===== config.mk =====
export PLATFORM = sky130hd
export DESIGN_NAME = key_debounce_flat
export DESIGN_NICKNAME = d
export VERILOG_FILES = /design/src/rtl/lab_pkg.sv /design/src/rtl/key_debounce_if.sv /design/src/rtl/key_debounce_sync2.sv /design/src/rtl/key_debounce.sv /design/src/flat_wrapper.sv
export SDC_FILE = /design/constraint.sdc
export NUM_CORES = 1
export LEC_CHECK = 0
export BUFFER_PORTS_ARGS = -buffer_cell sky130_fd_sc_hd__buf_2
export CORE_MARGIN = 8
export CORE_UTILIZATION = 40
export DETAILED_ROUTE_END_ITERATION = 8
export PLACE_DENSITY = 0.53
export SLEW_MARGIN = 20
export SYNTH_ARGS = -nofsm -noshare
export SYNTH_HDL_FRONTEND = slang
export SYNTH_SLANG_ARGS = --single-unit

===== constraint.sdc =====
create_clock -name sys_clk -period 4.5 [get_ports sys_clk]
set_input_delay 1.35 -clock sys_clk [delete_from_list [all_inputs] [get_ports sys_clk]]
set_output_delay 1.35 -clock sys_clk [all_outputs]
set_load 0.02 [all_outputs]

===== src/rtl/lab_pkg.sv =====
// Shared constants and the debounce state encoding for the pulse-generator lab.
package lab_pkg;

  localparam int CLK_HZ           = 50_000_000;
  localparam int DEBOUNCE_CYC_DEF = CLK_HZ / 1000 * 10;

  typedef enum logic [1:0] {
    UP      = 2'd0,
    FILT_DN = 2'd1,
    DOWN    = 2'd2,
    FILT_UP = 2'd3
  } key_state_t;

endpackage


===== src/rtl/key_debounce_if.sv =====
// Button-side bundle: raw pad level in, debounced level/strobes/mode out.
interface key_debounce_if;

  logic key_raw;
  logic key_level;
  logic press;
  logic release_strobe;
  logic mode;

  modport master (
    output key_raw,
    input  key_level,
    input  press,
    input  release_strobe,
    input  mode
  );

  modport slave (
    input  key_raw,
    output key_level,
    output press,
    output release_strobe,
    output mode
  );

endinterface


===== src/rtl/key_debounce_sync2.sv =====
// Generic two-flop synchroniser for asynchronous pad inputs; both flops reset to RST_VAL.
module sync2 #(
  parameter logic RST_VAL = 1'b1
) (
  input  logic clk,
  input  logic rst_n,
  input  logic d,
  output logic q
);

  logic [1:0] stage_reg;

  always_ff @(posedge clk) begin
    if (!rst_n) begin
      stage_reg <= {2{RST_VAL}};
    end else begin
      stage_reg <= {stage_reg[0], d};
    end
  end

  assign q = stage_reg[1];

endmodule


===== src/rtl/key_debounce.sv =====
// Push-button conditioner: synchronise, stable-time filter, press/release strobes and a
// mode bit that toggles on each accepted press.
module key_debounce
  import lab_pkg::*;
#(
  parameter int   DEBOUNCE_CYC = DEBOUNCE_CYC_DEF,
  parameter logic MODE_RST     = 1'b1
) (
  input  logic    sys_clk,
  input  logic    rst_n,
  key_debounce_if.slave bus
);

  localparam int                CNT_W    = $clog2(DEBOUNCE_CYC + 1);
  localparam logic [CNT_W-1:0] CNT_LAST = CNT_W'(DEBOUNCE_CYC - 1);
  localparam logic [CNT_W-1:0] CNT_ONE  = CNT_W'(1);

  logic       key_sync;
  logic       key_s;

  key_state_t state_reg, state_next;
  logic [CNT_W-1:0] cnt_reg, cnt_next;
  logic       key_level_reg, key_level_next;
  logic       press_reg, press_next;
  logic       release_reg, release_next;
  logic       mode_reg, mode_next;

  sync2 #(
    .RST_VAL (1'b1)
  ) u_sync (
    .clk   (sys_clk),
    .rst_n (rst_n),
    .d     (bus.key_raw),
    .q     (key_sync)
  );

  // Pad is active-low; internally 1 means pressed.
  assign key_s = ~key_sync;

  always_comb begin
    state_next   = state_reg;
    cnt_next     = cnt_reg;
    press_next   = 1'b0;
    release_next = 1'b0;
    mode_next    = mode_reg;

    case (state_reg)
      UP: begin
        if (key_s) begin
          state_next = FILT_DN;
          cnt_next   = CNT_ONE;
        end
      end
      FILT_DN: begin
        // A mismatching sample wins even on the final filter cycle.
        if (!key_s) begin
          state_next = UP;
          cnt_next   = '0;
        end else if (cnt_reg == CNT_LAST) begin
          state_next = DOWN;
          cnt_next   = '0;
          press_next = 1'b1;
          mode_next  = ~mode_reg;
        end else begin
          cnt_next = cnt_reg + CNT_ONE;
        end
      end
      DOWN: begin
        if (!key_s) begin
          state_next = FILT_UP;
          cnt_next   = CNT_ONE;
        end
      end
      FILT_UP: begin
        if (key_s) begin
          state_next = DOWN;
          cnt_next   = '0;
        end else if (cnt_reg == CNT_LAST) begin
          state_next   = UP;
          cnt_next     = '0;
          release_next = 1'b1;
        end else begin
          cnt_next = cnt_reg + CNT_ONE;
        end
      end
      default: begin
        state_next = UP;
        cnt_next   = '0;
      end
    endcase

    key_level_next = (state_next == DOWN) || (state_next == FILT_UP);
  end

  always_ff @(posedge sys_clk) begin
    if (!rst_n) begin
      state_reg     <= UP;
      cnt_reg       <= '0;
      key_level_reg <= 1'b0;
      press_reg     <= 1'b0;
      release_reg   <= 1'b0;
      mode_reg      <= MODE_RST;
    end else begin
      state_reg     <= state_next;
      cnt_reg       <= cnt_next;
      key_level_reg <= key_level_next;
      press_reg     <= press_next;
      release_reg   <= release_next;
      mode_reg      <= mode_next;
    end
  end

  assign bus.key_level      = key_level_reg;
  assign bus.press          = press_reg;
  assign bus.release_strobe = release_reg;
  assign bus.mode           = mode_reg;

endmodule


===== src/flat_wrapper.sv =====
// flat-port wrapper written by rule: the top's interface ports become plain ports
module key_debounce_flat import lab_pkg::*;
#(
  parameter int   DEBOUNCE_CYC = DEBOUNCE_CYC_DEF,
  parameter logic MODE_RST     = 1'b1
)
  (sys_clk, rst_n, bus_key_raw, bus_key_level, bus_press, bus_release_strobe, bus_mode);
  key_debounce_if bus_i ();
  input  logic sys_clk;
  input  logic rst_n;
  input wire logic [$bits(bus_i.key_raw)-1:0] bus_key_raw;
  output wire logic [$bits(bus_i.key_level)-1:0] bus_key_level;
  output wire logic [$bits(bus_i.press)-1:0] bus_press;
  output wire logic [$bits(bus_i.release_strobe)-1:0] bus_release_strobe;
  output wire logic [$bits(bus_i.mode)-1:0] bus_mode;
  assign bus_i.key_raw = bus_key_raw;
  assign bus_key_level = bus_i.key_level;
  assign bus_press = bus_i.press;
  assign bus_release_strobe = bus_i.release_strobe;
  assign bus_mode = bus_i.mode;
  key_debounce #(.DEBOUNCE_CYC(DEBOUNCE_CYC), .MODE_RST(MODE_RST)) u_core (.sys_clk(sys_clk), .rst_n(rst_n), .bus(bus_i));
endmodule

Yosys cells after proc, flatten, opt, wreduce, memory -nomap -nowiden
Cells that the tools add are included.
{ "totals": {"in_bits": 3, "elab_cells": 40, "out_inout_bits": 4, "regBits": 27} }
{ "classes": {"addsub": 1, "n_mux": 14, "eq_ne": 8, "n_bitwise": 4, "n_reduce_logical": 6} }
{ "op_table": {"columns": ["op", "count"], "rows": [
  ["19-bit two-way mux", 5],
  ["19-bit one-hot mux with 4 select lines", 1],
  ["19-bit by 1-bit adder with 19-bit output (second input constant)", 1],
  ["19-bit == test (second input constant)", 1],
  ["2-bit two-way mux", 6],
  ["2-bit == test (second input constant)", 4],
  ["2-bit one-hot mux with 4 select lines", 1],
  ["3-bit AND reduction", 2],
  ["2-bit != test (second input constant)", 2],
  ["1-bit NOT", 4],
  ["3-bit OR reduction", 1],
  ["2-bit by 1-bit == test with 1-bit output (second input constant)", 1],
  ["2-bit logical NOT", 1],
  ["2-bit AND reduction", 1],
  ["1-bit logical OR", 1],
  ["1-bit two-way mux", 1]
]} }

Longest topological paths before layout
{ "depth": {"depth_word": 6, "ltp_mapped": 7, "mapped_depth_nobuf": 5} }

By module
A second synthesis with hierarchy kept.
{ "unflattened": {"cells_unflattened": 140, "hier_area_um2": 1327.5} }
{ "modules_own_cells": {"columns": ["module", "n_inst", "area_per_inst_um2", "seq_area_each_um2", "cells_each"], "rows": [
  ["key_debounce", 1, 1275.0, 500.5, 136],
  ["sync2", 1, 52.6, 40.0, 4]
]} }

Worst setup path before layout
Ideal clock, no wire load.
{ "synth_timing": {"kind": "input -> register", "startpoint": "in rst_n", "endpoint": "reg u_core.cnt_reg[13]", "setup_time_ps": 133, "slack_ps": 2312, "arrival_time_ps": 2054, "t_required_ps": 4367, "n_path_buf": 1, "cell_stages": 5, "path_cell_list": "and2_1 and2_1 o21ai_2 buf_6 a22oi_2"} }
{ "synth_rtl": {"columns": ["item", "line", "rtl"], "rows": [
  ["start: declaration", "flat_wrapper.sv:10", "input logic rst_n;"],
  ["end signal: assignment", "key_debounce.sv:105", "cnt_reg <= cnt_next;"],
  ["end: declaration", "key_debounce.sv:22", "logic [CNT_W-1:0] cnt_reg, cnt_next;"]
]} }

==> results.toml <==
[place]
dp_hpwl_um = 2060
dp_slack_ns = 1.75
port_buffers = 6
gp_congestion = 0.732

[yosys]
avgSynthCellArea_um2 = 9.35
ys_seq_elements = 27
synthCells = 151
syn-num-nets = 155
synth_edf_count = 0
synth_flop_cell = "dfxtp_1"
yosysWarnings = 0
seq_area_frac_synth_pct = 38.3
async_reset_ff_share_pct = 0
syn_area_um2 = 1410
yosys.cell_types.count = 48

[finish]
final_util_pct = 43.6
area_growth_pct = 3.90
multi_input_area_um2 = 793
ff_latch_area_um2 = 541
fillers = 364
antenna_cells = 0
nets = 158
final_cell_mix = "dfxtp_1, nand2_1, o21ai_0, nand3_1"
drive_gt1_share_pct = 15.7
largest_register_ffs = 19
final_common_cell = "dfxtp_1"

[route]
num_vias = 1170
drtIter0Drc = 69
first_pass_iters = 4
wl_per_cell_um = 15.1
drc = 0
ant_nets = 0
viasPerCell = 5.88
routed_wl_um = 3000

[clocking]
clock_latency_ns = 0.33
cts_buffer_depth = 2
clk_pin_slew_ns = 0.15
cts_root_buffer = "clkbuf_4"
hold_buffers = 0
clock-sinks = 27
cts_tree = "built"
cts.repair.resized = 0
htreeDepth = 1
postCtsSetupRepairBufs = 0
cts_made_buffers = 3

[worst_setup_path]
crit_type = "in2reg"
path_max_fanout = 15
critPathRequiredTime_ns = 4.74
end_kind = "register"
critPathArrivalTime_ns = 2.62
startpoint_type = "input pin"

[die]
rows = 21
die-width_um = 75.4
die_h_um = 75.4
die_area_um2 = 5690
io_pins = 7
core_um2 = 3360
start_util_pct = 42.0

[grt]
grt-ovfl-total = 0
grtUsageTotal_pct = 11.0
antenna_found_initial = 0
grt_max_degree = 17
grt_pass1_vias = 1080
grt_pass1_wl_um = 4990

[power_and_ir_drop]
p_leak_nw = 0.483
ir_drop_v = 0.000126
powerDensity_nw_per_um2 = 249

[sta]
finalCriticalPeriod_ns = 2.38
rsz0062_at_grt = "no"
hold_viol = 0
setup_tns_ns = 0
setup_viol = 0
fin_crit_sh_pct = 52.9
worst_slack_ns = 2.12
max_slew_margin_pct = 46.7
worst_pin_slew_ns = 0.799
fmax_mhz = 420
slew_viol_final = 0
finClkSkew_ns = 0.00393

[job]
cap_violations = 0

[hold_path]
hp-class = "reg2reg"

[status]
outcome = "finished, final reports clean"
-- critical path, stage by stage --
cell and delay [ns]:
buf_2 0.21, and2_1 0.19, and2_1 0.22, o21ai_2 0.26, o311ai_0 0.39
-- worst paths after layout --
check	startpoint	endpoint	slack, ns	cells past startpoint
setup / recovery	rst_n	u_core.cnt_reg[7]	2.12	5
hold reg to reg	u_core.u_sync.stage_reg[0]	u_core.u_sync.stage_reg[1]	0.44	1
setup reg to reg	u_core.cnt_reg[0]	u_core.cnt_reg[7]	2.27	5
hold / removal	u_core.u_sync.stage_reg[0]	u_core.u_sync.stage_reg[1]	0.44	1
-- cells in the mapped netlist, drive strengths merged (2+ instances only) --
master / instances / share of area, %
dfxtp: 27 / 38
nand2: 12 / 3.2
o21ai: 12 / 4.5
a22oi: 10 / 7.4
nand3: 8 / 2.8
and3: 6 / 2.7
or3: 6 / 2.7
buf: 5 / 3.3
inv: 5 / 1.3
a21oi: 4 / 1.4
and4: 4 / 2.7
nand2b: 4 / 1.8
o211ai: 4 / 2.5
o31ai: 4 / 2.1
or4: 4 / 2.1
and2: 3 / 1.3
clkbuf: 3 / 0.89
nor2: 3 / 0.80
o2111ai: 3 / 1.9
xor2: 3 / 1.9
nand4: 2 / 2.0
nor3: 2 / 0.71
nor4b: 2 / 1.7
o311ai: 2 / 1.2
o41ai: 2 / 1.2
xnor2: 2 / 1.8
-- power by group --
part	internal, mW	switching, mW	total (mW)
registers	0.241	0.00202	0.243
logic	0.00382	0.00879	0.0126
clock network	0.0348	0.0754	0.110
total	0.279	0.0862	0.366
-- through the flow --
stage / instances / hold slack, ns / total power, mW / cell area, µm²
after global routing: 199 / 0.470 / 0.384 / 1470
after CTS: 199 / 0.449 / 0.370 / 1470
final: 199 / 0.440 / 0.366 / 1470
after floorplan: 151 / 0.386 / 0.259 / 1410
after global placement: 195 / 0.402 / 0.260 / 1440
after detailed placement: 195 / 0.410 / 0.261 / 1440
-- kinds of logic after synthesis --
| family | count (synthesis) | share of synthesized area [%] |
|---|---|---|
| compound gates | 45 | 24.5 |
| xor+xnor | 5 | 3.64 |
| fa+ha+maj | 1 | 0.886 |
| buf+inv | 13 | 5.50 |
| flops | 27 | 38.3 |
| mux | 1 | 0.798 |
| simple gates | 59 | 26.4 |
-- per-layer routing --
metal / share of wire, % / routed length (µm) / up-vias / GRT usage [%]
met5: 0 / 0 / - / 0
met4: 0.87 / 26 / 0 / 3.20
met3: 2.7 / 81 / 4 / 2.11
met2: 45 / 1340 / 14 / 16.8
met1: 52 / 1550 / 571 / 15.3
li1: - / - / 581 / -
-- layout make-up --
class / instances / share of cell area [%]
clock buffer: 4 / 1.79
inverter: 5 / 1.28
multi-input combinational: 111 / 54.1
sequential: 27 / 36.9
tap: 46 / 3.92
timing repair buffer: 6 / 2.05
Power figures use the tool's default switching activity.
